--- src/rtl/control_fsm_if.sv ---
// Control bundle between the multi-cycle sequencer and its datapath.
// The sequencer takes the master side; the datapath (or a bench) takes the slave side.
interface control_fsm_if;
  logic        run;
  logic [3:0]  opcode;
  logic        alu_zero;
  logic        alu_neg;
  logic        ir_load_hi;
  logic        ir_load_lo;
  logic        pc_inc;
  logic        pc_load;
  logic        jump_sel;
  logic        alu_en;
  logic        mem_read;
  logic        mem_write;
  logic        reg_write;
  logic        wb_sel;
  logic        halted;
  logic [2:0]  state;
  logic [15:0] instr_count;

  modport master (
    input  run, opcode, alu_zero, alu_neg,
    output ir_load_hi, ir_load_lo, pc_inc, pc_load, jump_sel, alu_en,
           mem_read, mem_write, reg_write, wb_sel, halted, state, instr_count
  );

  modport slave (
    output run, opcode, alu_zero, alu_neg,
    input  ir_load_hi, ir_load_lo, pc_inc, pc_load, jump_sel, alu_en,
           mem_read, mem_write, reg_write, wb_sel, halted, state, instr_count
  );
endinterface

--- src/rtl/control_fsm.sv ---
// Multi-cycle instruction sequencer: two-byte fetch, decode, execute,
// optional memory wait of MEM_LAT cycles, write-back, and a sticky HALT.
module control_fsm #(
  parameter int unsigned MEM_LAT = 1
) (
  input  logic          clk,
  input  logic          rst_n,
  control_fsm_if.master bus
);

  typedef enum logic [2:0] {
    FETCH_HI  = 3'd0,
    FETCH_LO  = 3'd1,
    DECODE    = 3'd2,
    EXECUTE   = 3'd3,
    MEMORY    = 3'd4,
    WRITEBACK = 3'd5,
    HALT      = 3'd6
  } state_e;

  localparam logic [3:0] OP_LW  = 4'h2;
  localparam logic [3:0] OP_BEQ = 4'h5;
  localparam logic [3:0] OP_BNE = 4'h6;
  localparam logic [3:0] OP_JMP = 4'h9;
  localparam logic [3:0] OP_SW  = 4'hA;
  localparam logic [3:0] OP_HLT = 4'hD;
  localparam logic [3:0] OP_BLT = 4'hF;
  localparam logic [3:0] WAIT_INIT = 4'(MEM_LAT - 1);

  state_e      state_q, state_d;
  logic [3:0]  opcode_q, opcode_d;
  logic [3:0]  wait_q, wait_d;
  logic [15:0] count_q, count_d;
  logic        retire;

  always_ff @(posedge clk or negedge rst_n) begin
    if (!rst_n) begin
      state_q  <= FETCH_HI;
      opcode_q <= 4'h0;
      wait_q   <= 4'h0;
      count_q  <= 16'h0000;
    end else begin
      state_q  <= state_d;
      opcode_q <= opcode_d;
      wait_q   <= wait_d;
      count_q  <= count_d;
    end
  end

  // Strobes are gated by rst_n so nothing fires while reset holds FETCH_HI with run=1.
  always_comb begin
    state_d        = state_q;
    opcode_d       = opcode_q;
    wait_d         = wait_q;
    retire         = 1'b0;
    bus.ir_load_hi = 1'b0;
    bus.ir_load_lo = 1'b0;
    bus.pc_inc     = 1'b0;
    bus.pc_load    = 1'b0;
    bus.jump_sel   = 1'b0;
    bus.alu_en     = 1'b0;
    bus.mem_read   = 1'b0;
    bus.mem_write  = 1'b0;
    bus.reg_write  = 1'b0;
    bus.wb_sel     = 1'b0;
    bus.halted     = 1'b0;
    if (rst_n) begin
      case (state_q)
        FETCH_HI: begin
          if (bus.run) begin
            bus.ir_load_hi = 1'b1;
            bus.pc_inc     = 1'b1;
            state_d        = FETCH_LO;
          end
        end
        FETCH_LO: begin
          bus.ir_load_lo = 1'b1;
          bus.pc_inc     = 1'b1;
          state_d        = DECODE;
        end
        DECODE: begin
          opcode_d = bus.opcode;
          if (bus.opcode == OP_HLT) begin
            state_d = HALT;
            retire  = 1'b1;
          end else begin
            state_d = EXECUTE;
          end
        end
        EXECUTE: begin
          bus.alu_en = (opcode_q != OP_JMP);
          case (opcode_q)
            OP_LW, OP_SW: begin
              state_d = MEMORY;
              wait_d  = WAIT_INIT;
            end
            OP_BEQ: begin
              bus.pc_load = bus.alu_zero;
              state_d     = FETCH_HI;
              retire      = 1'b1;
            end
            OP_BNE: begin
              bus.pc_load = ~bus.alu_zero;
              state_d     = FETCH_HI;
              retire      = 1'b1;
            end
            OP_BLT: begin
              bus.pc_load = bus.alu_neg;
              state_d     = FETCH_HI;
              retire      = 1'b1;
            end
            OP_JMP: begin
              bus.pc_load  = 1'b1;
              bus.jump_sel = 1'b1;
              state_d      = FETCH_HI;
              retire       = 1'b1;
            end
            default: state_d = WRITEBACK;
          endcase
        end
        MEMORY: begin
          bus.mem_read  = (opcode_q == OP_LW);
          bus.mem_write = (opcode_q != OP_LW);
          if (wait_q == 4'h0) begin
            if (opcode_q == OP_LW) begin
              state_d = WRITEBACK;
            end else begin
              state_d = FETCH_HI;
              retire  = 1'b1;
            end
          end else begin
            wait_d = wait_q - 4'h1;
          end
        end
        WRITEBACK: begin
          bus.reg_write = 1'b1;
          bus.wb_sel    = (opcode_q == OP_LW);
          state_d       = FETCH_HI;
          retire        = 1'b1;
        end
        HALT: begin
          bus.halted = 1'b1;
        end
        default: state_d = FETCH_HI;
      endcase
    end
  end

  always_comb begin
    count_d = count_q;
    if (retire && (count_q != 16'hFFFF)) begin
      count_d = count_q + 16'h0001;
    end
  end

  assign bus.state       = state_q;
  assign bus.instr_count = count_q;

endmodule
--- src/flat_wrapper.sv ---
// flat-port wrapper written by rule: the top's interface ports become plain ports
module control_fsm_flat 
#(
  parameter int unsigned MEM_LAT = 1
)
  (clk, rst_n, bus_run, bus_opcode, bus_alu_zero, bus_alu_neg, bus_ir_load_hi, bus_ir_load_lo, bus_pc_inc, bus_pc_load, bus_jump_sel, bus_alu_en, bus_mem_read, bus_mem_write, bus_reg_write, bus_wb_sel, bus_halted, bus_state, bus_instr_count);
  control_fsm_if bus_i ();
  input  logic clk;
  input  logic rst_n;
  input wire logic [$bits(bus_i.run)-1:0] bus_run;
  input wire logic [$bits(bus_i.opcode)-1:0] bus_opcode;
  input wire logic [$bits(bus_i.alu_zero)-1:0] bus_alu_zero;
  input wire logic [$bits(bus_i.alu_neg)-1:0] bus_alu_neg;
  output wire logic [$bits(bus_i.ir_load_hi)-1:0] bus_ir_load_hi;
  output wire logic [$bits(bus_i.ir_load_lo)-1:0] bus_ir_load_lo;
  output wire logic [$bits(bus_i.pc_inc)-1:0] bus_pc_inc;
  output wire logic [$bits(bus_i.pc_load)-1:0] bus_pc_load;
  output wire logic [$bits(bus_i.jump_sel)-1:0] bus_jump_sel;
  output wire logic [$bits(bus_i.alu_en)-1:0] bus_alu_en;
  output wire logic [$bits(bus_i.mem_read)-1:0] bus_mem_read;
  output wire logic [$bits(bus_i.mem_write)-1:0] bus_mem_write;
  output wire logic [$bits(bus_i.reg_write)-1:0] bus_reg_write;
  output wire logic [$bits(bus_i.wb_sel)-1:0] bus_wb_sel;
  output wire logic [$bits(bus_i.halted)-1:0] bus_halted;
  output wire logic [$bits(bus_i.state)-1:0] bus_state;
  output wire logic [$bits(bus_i.instr_count)-1:0] bus_instr_count;
  assign bus_i.run = bus_run;
  assign bus_i.opcode = bus_opcode;
  assign bus_i.alu_zero = bus_alu_zero;
  assign bus_i.alu_neg = bus_alu_neg;
  assign bus_ir_load_hi = bus_i.ir_load_hi;
  assign bus_ir_load_lo = bus_i.ir_load_lo;
  assign bus_pc_inc = bus_i.pc_inc;
  assign bus_pc_load = bus_i.pc_load;
  assign bus_jump_sel = bus_i.jump_sel;
  assign bus_alu_en = bus_i.alu_en;
  assign bus_mem_read = bus_i.mem_read;
  assign bus_mem_write = bus_i.mem_write;
  assign bus_reg_write = bus_i.reg_write;
  assign bus_wb_sel = bus_i.wb_sel;
  assign bus_halted = bus_i.halted;
  assign bus_state = bus_i.state;
  assign bus_instr_count = bus_i.instr_count;
  control_fsm #(.MEM_LAT(MEM_LAT)) u_core (.clk(clk), .rst_n(rst_n), .bus(bus_i));
endmodule
--- config.mk ---
export PLATFORM = sky130hd
export DESIGN_NAME = control_fsm_flat
export DESIGN_NICKNAME = d
export VERILOG_FILES = /design/src/rtl/control_fsm_if.sv /design/src/rtl/control_fsm.sv /design/src/flat_wrapper.sv
export SDC_FILE = /design/constraint.sdc
export NUM_CORES = 1
export LEC_CHECK = 0
export ABC_AREA = 1
export CAP_MARGIN = 20
export CORE_MARGIN = 4
export CORE_UTILIZATION = 29
export CTS_BUF_LIST = sky130_fd_sc_hd__clkbuf_16
export DETAILED_ROUTE_END_ITERATION = 12
export GPL_TIMING_DRIVEN = 0
export SETUP_SLACK_MARGIN = 0.1
export SYNTH_ARGS = -nofsm -noshare
export SYNTH_HDL_FRONTEND = slang
export SYNTH_SLANG_ARGS = --single-unit
--- constraint.sdc ---
create_clock -name clk -period 1.7 [get_ports clk]
set_clock_uncertainty 0.1 [all_clocks]
set_input_delay 0.255 -clock clk [delete_from_list [all_inputs] [get_ports clk]]
set_output_delay 0.255 -clock clk [all_outputs]
set_load 0.1 [all_outputs]
==> results of run 1 <==
[worst max-delay path, delay by kind of cell (launching register included)]
kind            cells  cell delay, ns
simple gates        5            0.47
flops               1            0.45
buf+inv             2            0.30
compound gates      1            0.21
[stage by stage]
stage | cell area (sq um) | hold slack [ns] | cells | setup TNS [ns] | power [uW]
finish | 3337 | 0.3387 | 446 | -2.784 | 5153
global route | 3337 | 0.3794 | 446 | -5.372 | 5451
CTS | 3168 | 0.3620 | 439 | -2.739 | 4673
detailed placement | 2620 | 0.4014 | 400 | -41.86 | 3252
global placement | 2592 | 0.3970 | 399 | -64.69 | 3232
floorplan | 2116 | -0.1406 | 284 | -4.356 | 2779
[placed cells by master, fill, tap and decap left out, drive strengths merged]
cell type      synthesis  routed
clkdlybuf4s15          0       1
a21oi                  5       5
nand3b                 1       1
bufbuf                 0       1
o22ai                  3       3
buf                    5      75
dfrtp                 27      27
nand3                 24      24
o21ai                 14      14
nand2                 88      88
clkinvlp               0       1
nor3                   5       5
dlygate4sd3            0       2
a211oi                 1       1
inv                   37      37
clkbuf                 1       4
xnor2                  1       1
nor2                  52      52
nand4                 16      16
xor2                   2       2
ha                     2       2
clkdlybuf4s50          0       7
[layout make-up]
type | count | area [sq um]
Buffer | 6 | 57.56
Clock buffer | 3 | 75.07
Clock inverter | 1 | 7.507
Fill cell | 548 | 3013
Inverter | 37 | 163.9
Multi-Input combinational cell | 214 | 1366
Sequential cell | 27 | 724.4
Tap cell | 77 | 96.34
Timing Repair Buffer | 81 | 845.8
[cell families (layout without fill, tap and decap cells)]
logic type                 after synthesis  in the layout  share of synthesized area, %
AOI/OAI and AO/OA                       23             23                         6.407
xor gates and xnor gates                 3              3                         1.387
adders and majority gates                2              2                         1.321
buffers and inverters                   43            128                         10.30
DFF                                     27             27                         35.67
and+or+nand+nor                        186            186                         44.91
[how the worst min path moves through the flow]
stage                          startpoint                          to  slack (ns)  cells past startpoint
6_report                            rst_n   u_core.bus.instr_count[5]        0.34                      2
3_5_place_dp   u_core.bus.instr_count[15]  u_core.bus.instr_count[15]        0.40                      2
4_1_cts                             rst_n   u_core.bus.instr_count[5]        0.36                      2
2_1_floorplan                       rst_n  u_core.bus.instr_count[10]       -0.14                      0
5_1_grt                             rst_n   u_core.bus.instr_count[5]        0.38                      2
3_3_place_gp   u_core.bus.instr_count[15]  u_core.bus.instr_count[15]        0.40                      2
[routing by layer]
| metal | wire length [um] | global-route usage, % | vias up | part of all wire [%] |
|---|---|---|---|---|
| met3 | 287 | 3.073 | 13 | 4.6 |
| li1 | - | - | 1086 | - |
| met2 | 3236 | 29.01 | 57 | 52 |
| met5 | 0 | 0 | - | 0 |
| met4 | 130 | 5.769 | 0 | 2.1 |
| met1 | 2549 | 19.09 | 999 | 41 |
[report_power, final]
group,internal (uW),total (uW),switching (uW)
combinational,1460,3550,2090
sequential,830,1040,208
clock,321,567,247
[flip-flops by register name, indices dropped and copies added, names as in the netlist]
register and count:
u_core.opcode_q 4, u_core.bus.state 3, u_core.wait_q 4, u_core.bus.instr_count 16
[repair_timing]
item                                   CTS  global route
hold buffers                             2             0
pin swaps                               13            12
cloned                                   1             0
endpoints found under the hold margin    9             0
gates resized for setup                231            52
setup endpoints to repair               57            45
buffers inserted                        37            11
==> metrics.log, run 1 <==
INFO  metric run_status = finished with violations
INFO  metric violations = setup timing
INFO  metric hpwlAfterDp = 3866 um
INFO  metric final-hold-violation-count = 0
INFO  metric gp_congestion = 0.8461
INFO  metric die_area = 7889 sq um
INFO  metric final_antenna_net_count = 0
INFO  metric n_antenna_cell = 0
INFO  metric cell_accounting_for_the_most_synthesized_area = sky130_fd_sc_hd__dfrtp_1
INFO  metric worstReg2RegEnd = u_core.bus.instr_count[1]
INFO  metric detail_route.wirelength = 6203 um
INFO  metric initial_core_util = 29.83%
INFO  metric cts_tree = yes
INFO  metric worst-slew-pin-transition = 0.5413 ns
INFO  metric cts_num_sinks = 27
INFO  metric firstDrtPassIters = 4
INFO  metric timing.critical_path.from = u_core.opcode_q[3]
INFO  metric synth_edf_count = 0
INFO  metric layout_setup_ws = -0.3563 ns
INFO  metric vias = 2,155
INFO  metric maxCapViolCount = 0
INFO  metric synth.most_common_cell = sky130_fd_sc_hd__nand2_1
INFO  metric hp-class = input port to asynchronous set/reset pin
INFO  metric avgRoutedWirePerCell = 13.91 um
INFO  metric layout-drive-gt1-share = 50.14%
INFO  metric ys_types = 29
INFO  metric route.detailed.drc = 0
INFO  metric utilization = 52.55%
INFO  metric chipWidth = 88.82 um
INFO  metric setup_slack_after_placement = -2.038 ns
INFO  metric port_buffers = 38
INFO  metric floorplan.die.height = 88.82 um
INFO  metric highest_fanout_seen_on_the_critical_path = 4
INFO  metric setup.worst_path.end = bus_pc_load
INFO  metric final_period_utilization = 121.0%
INFO  metric syn_nets = 295
INFO  metric reg_to_reg_setup_timing_slack = -0.11 ns
INFO  metric power-per-cell-area = 1544 nW/um^2
INFO  metric fmaxAchievable = 486.3 MHz
INFO  metric postSynth.asyncResetShare = 100.0%
INFO  metric worst_r2r_startpoint = u_core.opcode_q[3]
INFO  metric critical_path_arrival = 1.70 ns
INFO  metric synth_top_cells_by_area = sky130_fd_sc_hd__dfrtp_1 36%, sky130_fd_sc_hd__nand2_1 16%, sky130_fd_sc_hd__nor2_1 9.1%
INFO  metric maxSlewHeadroom = 64.08%
INFO  metric drt-initial-drc-count = 64
INFO  metric design.portCount = 39
INFO  metric area_of_the_core = 6350 sq um
INFO  metric area_growth = 76.16%
INFO  metric timing.final.max_slew_violations = 0
INFO  metric via_per_inst = 4.832
INFO  metric sequential_area_share_after_synthesis = 35.67%
INFO  metric cp_data_required_time = 1.34 ns
INFO  metric most_common_flop_cell_mapped_by_yosys = sky130_fd_sc_hd__dfrtp_1
INFO  metric layout.nets = 381
INFO  metric layout_min_cycle_time = 2.056 ns
INFO  metric syn_area_per_cell = 6.670 sq um
INFO  metric synthCells = 284
INFO  metric critical-path-top-cell-by-count = sky130_fd_sc_hd__nand2_2
INFO  metric grt_first_pass_wirelength = 9977 um
INFO  metric critical_path.endpoint_type = output port
INFO  metric grt_max_degree = 19
INFO  metric grt_antenna_before_repair = 0
INFO  metric number_of_global_route_vias_before_repair = 2,121
INFO  metric yosysWarningCount = 0
INFO  metric critical-path-slowest-cell = sky130_fd_sc_hd__dfrtp_2
INFO  metric final-setup-viol-count = 30
INFO  metric clock_path_buffers = 2
INFO  metric proportion_of_netlist_area_held_by_the_largest_area_contributor = 35.67%
INFO  metric power.static_leakage = 0.001464 uW
INFO  metric timing.critical_path.slowest_cell_delay = 0.45 ns
INFO  metric htreeDepth = 1
INFO  metric grt_setup_unrepaired = yes
INFO  metric overall_fraction_of_global_route_tracks_in_use = 16.18%
INFO  metric syn-cell-area = 1894 sq um
INFO  metric cts-root-buf = sky130_fd_sc_hd__clkbuf_16
INFO  metric r2r.worst_path.cells = 11
INFO  metric path_cells = inv_2, nand2_2, nor2_4, nor2_1, nand2_2, nand2_4, a211oi_4, buf_12
INFO  metric grt.overflow.total = 0
INFO  metric synth_top_cells_by_count = 80 x sky130_fd_sc_hd__nand2_1, 46 x sky130_fd_sc_hd__nor2_1, 31 x sky130_fd_sc_hd__inv_1
INFO  metric clk_pin_slew_worst_paths = 0.08 ns
INFO  metric std_cell_rows = 29
INFO  metric clk_latency = 0.27 ns
INFO  metric postSynthRegisterBits = 27
INFO  metric critPathLaunchType = register
INFO  metric vdd_drop_max = 1276 uV
INFO  metric worstSetupPathType = register to output port
INFO  metric number_of_buffers_created_by_cts = 3
(Power assumes the default switching activity.)
==> run 2: changes to the inputs <==
Settings changed: PLACE_DENSITY set to 0.6.
==> results of run 2 <==
Final layout, timing and power as in run 1 (identical DEF).
